**config.mk**
```make
export PLATFORM = sky130hd
export DESIGN_NAME = settle_counter
export DESIGN_NICKNAME = d
export VERILOG_FILES = /design/src/rtl/gate_check_pkg.sv /design/src/rtl/settle_counter.sv
export SDC_FILE = /design/constraint.sdc
export NUM_CORES = 1
export LEC_CHECK = 0
export BUFFER_PORTS_ARGS = -buffer_cell sky130_fd_sc_hd__buf_4
export CORE_AREA = 2 2 39 41
export CTS_CLUSTER_SIZE = 28
export DETAILED_ROUTE_END_ITERATION = 7
export DIE_AREA = 0 0 41 43
export HOLD_SLACK_MARGIN = 0.08
export SYNTH_ARGS = -nofsm -noshare
export SYNTH_HDL_FRONTEND = slang
export SYNTH_SLANG_ARGS = --single-unit
```
**constraint.sdc**
```tcl
create_clock -name clk -period 1.6 [get_ports clk]
set_input_delay 0.32 -clock clk [delete_from_list [all_inputs] [get_ports clk]]
set_output_delay 0.32 -clock clk [all_outputs]
set_load 0.03 [all_outputs]
```
**src/rtl/gate_check_pkg.sv**
```systemverilog
// Shared types and constants for the gate truth-table checker.
// No logic; latency and backpressure are not applicable.
package gate_check_pkg;

  typedef enum logic [2:0] {
    IDLE   = 3'd0,
    DRIVE  = 3'd1,
    SETTLE = 3'd2,
    SAMPLE = 3'd3,
    DONE   = 3'd4
  } state_t;

  // Bit i is the gate output for input vector i = {a,b}.
  localparam logic [3:0] TT_NOR  = 4'b0001;
  localparam logic [3:0] TT_NAND = 4'b0111;
  localparam logic [3:0] TT_AND  = 4'b1000;
  localparam logic [3:0] TT_OR   = 4'b1110;
  localparam logic [3:0] TT_XOR  = 4'b0110;
  localparam logic [3:0] TT_XNOR = 4'b1001;

  localparam int SETTLE_W = 8;

endpackage

```
**src/rtl/settle_counter.sv**
```systemverilog
// Loadable down-counter; expire is high while the count equals 1.
// Load takes effect next cycle; no backpressure.
module settle_counter
  import gate_check_pkg::*;
#(
  parameter int W = SETTLE_W
) (
  input  logic         clk,
  input  logic         rst,
  input  logic         load,
  input  logic [W-1:0] load_val,
  input  logic         dec,
  output logic         expire
);

  logic [W-1:0] count;

  always_ff @(posedge clk) begin
    if (rst) begin
      count <= '0;
    end else if (load) begin
      count <= load_val;
    end else if (dec && (count != '0)) begin
      count <= count - 1'b1;
    end
  end

  assign expire = (count == W'(1));

endmodule

```
==> impl_metrics.yaml <==
worst_setup_path:
  worstReg2RegStart: "count[2]"
  start_kind: "flip-flop"
  criticalPathCategory: "reg -> out"
  r2r_cells: 5
  crit_buf_inv: 1
  rr_endpoint: "count[7]"
  path_max_fanout: 2
  crit_slowest_cell: "or4_4"
  arrival_ns: 1.57
  path_delay_family: "simple AND/OR/NAND/NOR gates"
  end_kind: "output pin"
  worst_ep_required_time_ns: 1.28
  slowest_delay_ns: 0.56
  r2r_slack_ns: -0.19
  cp_cell_sequence: "or4_4 > nor4b_4 > buf_6"
detailed_routing:
  vias: 541
  ant_nets: 0
  routed_wl_um: 1390
  drt_iter0_markers: 5
  drtPass1Iterations: 4
  route.detailed.drc: 0
  via_per_inst: 5.25
  avgRoutedWirePerCell_um: 13.5
floorplanning:
  die_w_um: 41
  ioPinCount: 13
  initial_core_util: 0.379
  rows: 14
  core_sq_mm: 0.00138
  die_h_um: 43
  die_area_sq_mm: 0.00176
yosys:
  ys_types: 27
  yosys_warnings: 0
  synth_area_sq_um: 524
  synth-seq-cells: 8
  ys_seq_area_frac: 0.305
  synth_nets: 74
  synthCells: 59
  syn_avg_cell_area_sq_um: 8.89
timing:
  worst_pin_slew_ns: 0.409
  slew_headroom: 0.727
  tns_ns: -0.479
  drv_slew: 0
  hold_violations: 0
  layout_setup_ws_ns: -0.293
  fin_crit_ns: 1.89
  clock_skew_ns: 0.00334
  rsz0062_at_grt: "yes"
  period_share: 1.18
  max_freq_ghz: 0.528
  setup-violations-final: 2
  hold_ws_ns: 0.264
pwr:
  p_leak_nw: 0.349
  power_uw: 681
  power.density_mw_per_mm2: 783
  ir_drop_mv: 0.545
clocking:
  cts.clk_slew.worst_paths_ns: 0.06
  cts_buffers: 3
  clock_sinks: 8
  cts_root_buf: "clkbuf_4"
  clk_latency_ns: 0.26
  htree_num_levels: 1
  clockBufferDepth: 2
  tritoncts: "done"
placed_design:
  place_hpwl_um: 979
  place_ws_ns: -0.0834
  dpl.cell_count: 98
  placed_area_sq_um: 741
  gp_congestion: 0.700
  port_buffers: 12
run_status:
  status: "finished, violations left"
  violations: "setup timing"
final_layout:
  drive_gt1_frac: 0.575
  multi_input_area_sq_um: 427
  largest_reg_flops: 8
  top_regs: "count (8)"
  final_cells: 103
  seq_area_sq_um: 166
  utilization: 0.629
  fillerInstances: 117
  final_common_cell: "buf_4"
  finalInstanceArea_sq_um: 871
  mostFrequentLayoutCells: "buf_4, nand2_1, nor2_1, dfxtp_1"
  top_register: "count"
  diodes: 0
  fin_nets: 104
  syn_to_final_growth_pct: 66.1
global_route:
  grt_pass1_vias: 532
  grt.total_usage: 0.189
  antenna_found_initial: 0
  grt-ovfl-total: 0
  grt_max_degree: 15
  grt_pass1_wl_um: 2170
worst_hold_path:
  min_to: "count[5]"
  hp-class: "in -> reg"
  hold_depth: 2
  hp-start: "load"
job:
  drv_cap: 0
-- worst max-delay path by stage --
stage,from,to,slack [ns],cells after the start
detailed placement,count[5],expire,-0.08,3
global placement,count[0],count[3],-0.08,7
CTS,count[2],expire,-0.30,3
floorplan,count[5],expire,-0.11,2
global route,count[2],expire,-0.33,3
finish,count[2],expire,-0.29,3
-- report_power, final --
group          internal, mW  leakage, nW  switching (mW)  total (mW)
Combinational         0.147        0.268           0.135       0.282
Clock                0.0866       0.0138          0.0797       0.166
Sequential            0.218       0.0678          0.0144       0.233
-- kinds of logic after synthesis --
| group | share of synthesized area |
|---|---|
| AO/OA/AOI/OAI | 0.286 |
| XOR/XNOR | 0.0668 |
| adder cells (fa/ha/maj) | 0.0716 |
| buffers and inverters | 0.0668 |
| flip-flops | 0.305 |
| AND/OR/NAND/NOR | 0.203 |
-- worst register-to-register path, cell delays in order, from the launching register on --
cell and delay, ns:
dfxtp_1 0.31, or4_4 0.56, buf_4 0.18, a2111oi_4 0.34, xnor2_1 0.12, a211oi_2 0.20
-- Yosys cell counts --
cell / n / share of area
a2111oi_0: 1 / 0.017
nor2_1: 5 / 0.036
nor4b_1: 1 / 0.017
nor3b_1: 1 / 0.014
a21oi_1: 3 / 0.029
and2_1: 1 / 0.012
a311oi_1: 1 / 0.017
a211oi_2: 1 / 0.024
or3b_2: 1 / 0.017
a21boi_0: 1 / 0.014
o221ai_1: 1 / 0.017
and4_1: 1 / 0.017
xnor2_1: 4 / 0.067
buf_2: 1 / 0.0095
o221a_2: 1 / 0.021
ha_1: 3 / 0.072
clkbuf_4: 1 / 0.014
or4_4: 1 / 0.021
a211oi_1: 5 / 0.072
inv_1: 6 / 0.043
nand2_1: 5 / 0.036
a2111oi_4: 1 / 0.053
o21ai_0: 1 / 0.0095
dfxtp_1: 8 / 0.31
nor3_1: 1 / 0.0095
o31ai_1: 1 / 0.014
nor4_1: 2 / 0.024
-- layer usage --
metal | part of all wire | GRT usage
met5 | 0 | 0
met4 | 0.032 | 0.140
met3 | 0.033 | 0.0314
met2 | 0.52 | 0.300
met1 | 0.41 | 0.210
-- final cells by class --
cell class | count | share of cell area
Clock buffer | 3 | 0.0259
Inverter | 6 | 0.0287
Multi-Input combinational cell | 43 | 0.490
Sequential cell | 8 | 0.191
Tap cell | 16 | 0.0230
Timing Repair Buffer | 27 | 0.241
-- timing repair --
action                                 in CTS  in global routing
setup endpoints to repair                   6                  9
resized for setup                           7                 17
buffers inserted                            1                  1
pin swaps                                   4                  9
gates cloned                                0                  0
endpoints found under the hold margin       0                  0
hold buffers                                0                  0
(Power assumes the default switching activity.)
